==> config.mk <==
export PLATFORM = sky130hd
export DESIGN_NAME = seg_scan_display
export DESIGN_NICKNAME = d
export VERILOG_FILES = /design/src/rtl/seg_scan_display.sv
export SDC_FILE = /design/constraint.sdc
export NUM_CORES = 1
export LEC_CHECK = 0
export ABC_AREA = 1
export CORE_UTILIZATION = 55
export CTS_BUF_LIST = sky130_fd_sc_hd__clkbuf_8 sky130_fd_sc_hd__clkbuf_16
export CTS_CLUSTER_SIZE = 10
export DETAILED_ROUTE_END_ITERATION = 10
export GPL_ROUTABILITY_DRIVEN = 0
export PLACE_DENSITY = 0.78
export SYNTH_ARGS = -nofsm -noshare
export SYNTH_HDL_FRONTEND = slang
export SYNTH_SLANG_ARGS = --single-unit
==> constraint.sdc <==
create_clock -name clk -period 2.1 [get_ports clk]
set_input_delay 0.315 -clock clk [delete_from_list [all_inputs] [get_ports clk]]
set_output_delay 0.315 -clock clk [all_outputs]
set_load 0.01 [all_outputs]
==> src/rtl/seg_scan_display.sv <==
// Multiplexed seven-segment driver: scans DIGITS hex nibbles with a DIV-cycle slot,
// double-buffers new values so they are committed only at frame boundaries.
module seg_scan_display #(
  parameter int DIGITS     = 4,
  parameter int DIV        = 50000,
  parameter int ACTIVE_LOW = 1
) (
  input  logic                  clk,
  input  logic                  reset,
  input  logic                  load,
  input  logic [4*DIGITS-1:0]   value,
  input  logic [DIGITS-1:0]     dp_in,
  input  logic                  lzs,
  output logic [DIGITS-1:0]     an,
  output logic [6:0]            seg,
  output logic                  dp,
  output logic                  frame
);

  localparam int CW = (DIV > 1) ? $clog2(DIV) : 1;
  localparam int IW = (DIGITS > 1) ? $clog2(DIGITS) : 1;
  localparam logic [CW-1:0] DIV_LAST = CW'(DIV - 1);
  localparam logic [IW-1:0] IDX_LAST = IW'(DIGITS - 1);
  localparam logic          INV      = (ACTIVE_LOW != 0);

  logic [CW-1:0]         div_cnt;
  logic [IW-1:0]         idx;
  logic [4*DIGITS-1:0]   pend_v, act_v;
  logic [DIGITS-1:0]     pend_dp, act_dp;
  logic                  tick, commit;
  logic [DIGITS-1:0]     blank;
  logic [3:0]            nib;
  logic [6:0]            seg_on;

  function automatic logic [6:0] hex7(input logic [3:0] n);
    case (n)
      4'h0: hex7 = 7'h3F;  4'h1: hex7 = 7'h06;  4'h2: hex7 = 7'h5B;  4'h3: hex7 = 7'h4F;
      4'h4: hex7 = 7'h66;  4'h5: hex7 = 7'h6D;  4'h6: hex7 = 7'h7D;  4'h7: hex7 = 7'h07;
      4'h8: hex7 = 7'h7F;  4'h9: hex7 = 7'h6F;  4'hA: hex7 = 7'h77;  4'hB: hex7 = 7'h7C;
      4'hC: hex7 = 7'h39;  4'hD: hex7 = 7'h5E;  4'hE: hex7 = 7'h79;  default: hex7 = 7'h71;
    endcase
  endfunction

  always_comb begin
    tick   = (div_cnt == DIV_LAST);
    commit = tick && (idx == IDX_LAST);
  end

  // NOTE: non-blocking assignments for every register so all flops sample pre-edge values.
  always_ff @(posedge clk) begin
    if (reset) begin
      div_cnt <= '0;
      idx     <= '0;
      pend_v  <= '0;
      pend_dp <= '0;
      act_v   <= '0;
      act_dp  <= '0;
    end else begin
      div_cnt <= tick ? '0 : div_cnt + 1'b1;
      if (tick)
        idx <= (idx == IDX_LAST) ? '0 : idx + 1'b1;
      if (load) begin
        pend_v  <= value;
        pend_dp <= dp_in;
      end
      // A load coinciding with the wrap bypasses the pending buffer.
      if (commit) begin
        act_v  <= load ? value : pend_v;
        act_dp <= load ? dp_in : pend_dp;
      end
    end
  end

  // NOTE: every variable gets a default before the loop, so no latch is inferred.
  always_comb begin
    logic hi_zero;
    hi_zero = 1'b1;
    blank   = '0;
    for (int i = DIGITS - 1; i >= 0; i--) begin
      hi_zero = hi_zero && (act_v[4*i +: 4] == 4'h0);
      if (i > 0)
        blank[i] = lzs && hi_zero;
    end
  end

  always_comb begin
    nib    = act_v[4*idx +: 4];
    seg_on = blank[idx] ? 7'h00 : hex7(nib);
  end

  // Polarity is applied here so reset drives the pins to "off" in either sense.
  always_ff @(posedge clk) begin
    if (reset) begin
      an    <= {DIGITS{INV}};
      seg   <= {7{INV}};
      dp    <= INV;
      frame <= 1'b0;
    end else begin
      an    <= (DIGITS'(1) << idx) ^ {DIGITS{INV}};
      seg   <= seg_on ^ {7{INV}};
      dp    <= act_dp[idx] ^ INV;
      frame <= commit;
    end
  end

endmodule

==> key figures <==
Power
  – Power consumption: approximately 2.7 mW
  – Part of the power in registers: just over 50%
  – Highest ir drop seen on vdd: about 0.0004 V
  – Cell area power density: 670 mW/mm²
  – Standby leakage power: roughly 1.8 nW
  – Cell internal pwr: ~2.1 mW
  – Net Switching: 608 µW
  – Switching Share: between 20 and 25%
  – Clk pwr share: a little over two fifths
  – Gate power share: 6.5%

Synth
  – Synth warn: 0
  – Yosys cell types: 33
  – Area share of and/or/nand/nor cells after synthesis: a little over a third
  – Most common cell in the synthesized netlist: nand2_1
  – Fraction of synthesized cell area in xor and xnor cells: 1.01%
  – Post-synthesis sequential element count: 71
  – Largest area contributor in the synthesized netlist: dfxtp_1
  – Top post-synthesis cells by count: nand2_1, dfxtp_1, nor2_1, inv_1, nand3_1
  – Number of instances in the synthesized netlist: 470
  – Area share of fa/ha/maj cells after synthesis: under 10%
  – Main combinational cell family by area after synthesis: simple AND/OR/NAND/NOR gates
  – Net Count, Synth: approximately 500
  – Per-instance average area after synthesis: ~7.4 µm²
  – Top_reg_cell synth: dfxtp_1
  – Area share of the largest cell type after synthesis: approximately 41%
  – Number of enable-type register cells in the synthesized netlist: 0
  – Compound-cell area share of the yosys netlist: 8.51%
  – Area contributors post-synth: dfxtp_1, nand2_1, nor2_1, inv_1, nand3_1
  – Seq/Total Area, Yosys: roughly two fifths
  – Share of synthesized area spent on multiplexers: 0%
  – Share of synthesized flip-flops with an asynchronous set or reset: 0%
  – Synth Cell Area: about 0.0035 mm²

Floorplanning
  – Floorplan core area: 0.00599 mm²
  – Chip height: 81.3 µm
  – Initial Utilization: between 50% and 60%
  – Horiz. Die Dim: ~81 µm
  – I/O Pins: 37
  – Die area: 0.00660 mm²
  – Number of standard-cell rows in the floorplan: 28

Placement
  – Minimum setup slack after placement: 0.379 ns
  – Placement Cell Area: 0.00386 mm²
  – Placed insts: approximately 570
  – Buffers on Ports: 36
  – HPWL after detailed placement: ~4.9 mm

Setup path
  – Element type at the critical path start: flop
  – Critical Path Fanout Max: 9
  – Sort of element at the end of the critical path: flop
  – Arrival time of data at the critical path endpoint: just over 2 ns
  – Reg2reg path depth: 8
  – Data required time at the worst endpoint: 2.38 ns
  – Category of the critical setup timing path: reg -> reg

Routing
  – Met3 WL post-DR: about 250 µm
  – Post-detailed-route DRC marker count: 0
  – Amount of wire on met2 after detailed routing: between 3 and 4 mm
  – Via count normalized by instance count: 5.17
  – Total via count in the routed design: ~3,000
  – First-pass iteration count of the detailed router: 4
  – Uppermost routed layer: met4
  – Drt total wl: around 7 mm
  – 1st-iter DRT viols: approximately 140
  – Remaining antenna violation count after routing: 0
  – Routed wire length per instance: approximately 12 µm
  – Met1 wire length: 3.26 mm

Timing
  – Max Clock Skew: about 0.012 ns
  – Total negative setup slack: 0 ns
  – Worst-case setup margin in the final layout: around 0.32 ns
  – Final number of setup-violating endpoints: 0
  – Tcrit/Tclk final: 84.6%
  – Rel. slew slack: between 60% and 70%
  – Transition time at the pin with the least slew margin: 0.463 ns
  – Post-layout minimum cycle time: 1.78 ns
  – Final hold slack: around 0.46 ns
  – Final hold violation count: 0
  – Max Freq: approximately 560 MHz
  – Setup repair after global routing missed its margin: no
  – Final Max Tran Viols: 0

CTS
  – Clock network latency to the later pin of the worst-skew pair: roughly 0.34 ns
  – Clock tree from TritonCTS: yes
  – Number of sinks on the clock net: 71
  – Maximum number of buffers from clock root to sink: 2
  – CTS H-Tree Depth: 3
  – Number of hold buffers added after cts: 0
  – Buffer cell driving the clock tree root: clkbuf_8
  – Clock buffers created by TritonCTS: 9
  – Clock Pin Slew Worst Setup and Hold Paths: 0.07 ns
  – Quantity of gates resized following cts: 0
  – Number of setup buffers added after CTS: 0

Outcome
  – Outcome: finished clean

Cells and area
  – Non-filler cells in the finished layout: approximately 580
  – Layout net count: approximately 540
  – Ant. Diodes: 0
  – Utilization of the core after routing: between 60 and 70%
  – Area growth syn-to-layout: 18.0%
  – Fraction of layout cells with a size suffix above 1: a little under a tenth
  – Post-route design area: 0.00408 mm²

Hold path
  – Number of instances on the worst hold path: 2
  – Type of the worst min-delay path: reg -> reg

GRT
  – Number of global-route vias before repair: approximately 2,800
  – Largest net degree at the start of global routing: between 40 and 50
  – Total global routing track utilization: between 20% and 30%
  – Remaining global-route overflow: 0
  – Wire length of the first global-routing pass: between 10 and 15 mm
  – Antenna violations before repair: 0

Flow run
  – Max Cap Viol: 0
worst paths after layout:
check | slack [ns] | from | endpoint
hold / removal | 0.46 | act_dp[0] | act_dp[0]
setup / recovery | 0.32 | idx[1] | seg[3]
setup reg to reg | 0.32 | idx[1] | seg[3]
hold reg to reg | 0.46 | act_dp[0] | act_dp[0]
state kept, by name, summed over array words and instances, names as in the netlist:
register,cells
idx,2
seg,7
dp,1
frame,1
pend_dp,4
div_cnt,16
act_dp,4
an,4
pend_v,16
act_v,16
critical path: stages, from the launching register on:
cell	delay, ns
dfxtp_1	0.54
inv_2	0.16
nand3_1	0.13
nand2_1	0.16
ha_1	0.35
nand3b_1	0.17
nand3_1	0.11
nand2_1	0.06
nand2_1	0.05
cell families (layout without fill, tap and decap cells):
kind of cell	after synthesis	after routing
AO/OA/AOI/OAI	49	49
XOR/XNOR	4	4
adder cells (fa/ha/maj)	11	11
buffers and inverters	79	118
flip-flops	71	71
AND/OR/NAND/NOR	256	256
layout make-up:
type / count / area [µm²]
timing repair buffer: 41 / 423
inverter: 61 / 230
fill: 547 / 1910
sequential: 71 / 1420
tap: 75 / 93.8
clock inverter: 4 / 51.3
multi-input combinational: 320 / 1690
clock buffer: 12 / 165
power groups by stage:
stage | clock network, mW | logic (mW) | registers, mW
after floorplan | 0 | 0.100 | 1.43
after global placement | 0 | 0.176 | 1.43
after detailed placement | 0 | 0.180 | 1.43
after CTS | 1.18 | 0.180 | 1.40
after global routing | 1.23 | 0.204 | 1.40
final | 1.16 | 0.178 | 1.40
per-layer routing:
metal  up-vias  global-route usage (%)
li1       1579                       -
met5         -                       0
met1      1364                    28.7
met2        61                    38.8
met4         0                    10.0
met3        14                    6.29
layout by cell type, fill, tap and decap left out:
cell             instances
inv_2                    5
clkbuf_8                12
nand2_1                103
nand2_2                  6
xnor2_1                  1
nand3_1                 37
xor2_1                   3
nor2_1                  61
nand4_1                 26
ha_1                    11
nor2_8                   2
nor3_2                   1
or2_2                    3
inv_1                   55
clkdlybuf4s50_1         36
o21ai_0                  3
clkinvlp_4               1
a21oi_1                 26
a211oi_1                 6
dfxtp_1                 71
nor3_1                   3
nand3_4                  2
nand3b_1                 3
bufinv_16                1
inv_6                    1
nor2_2                   1
nand3_2                  3
o21a_1                  13
o22ai_1                  1
buf_4                    3
clkinv_2                 2
nor3_4                   1
nor3b_1                  1
nand2_4                  1
or2_0                    2
buf_12                   2
No activity file was read; power rests on OpenSTA's default activity.
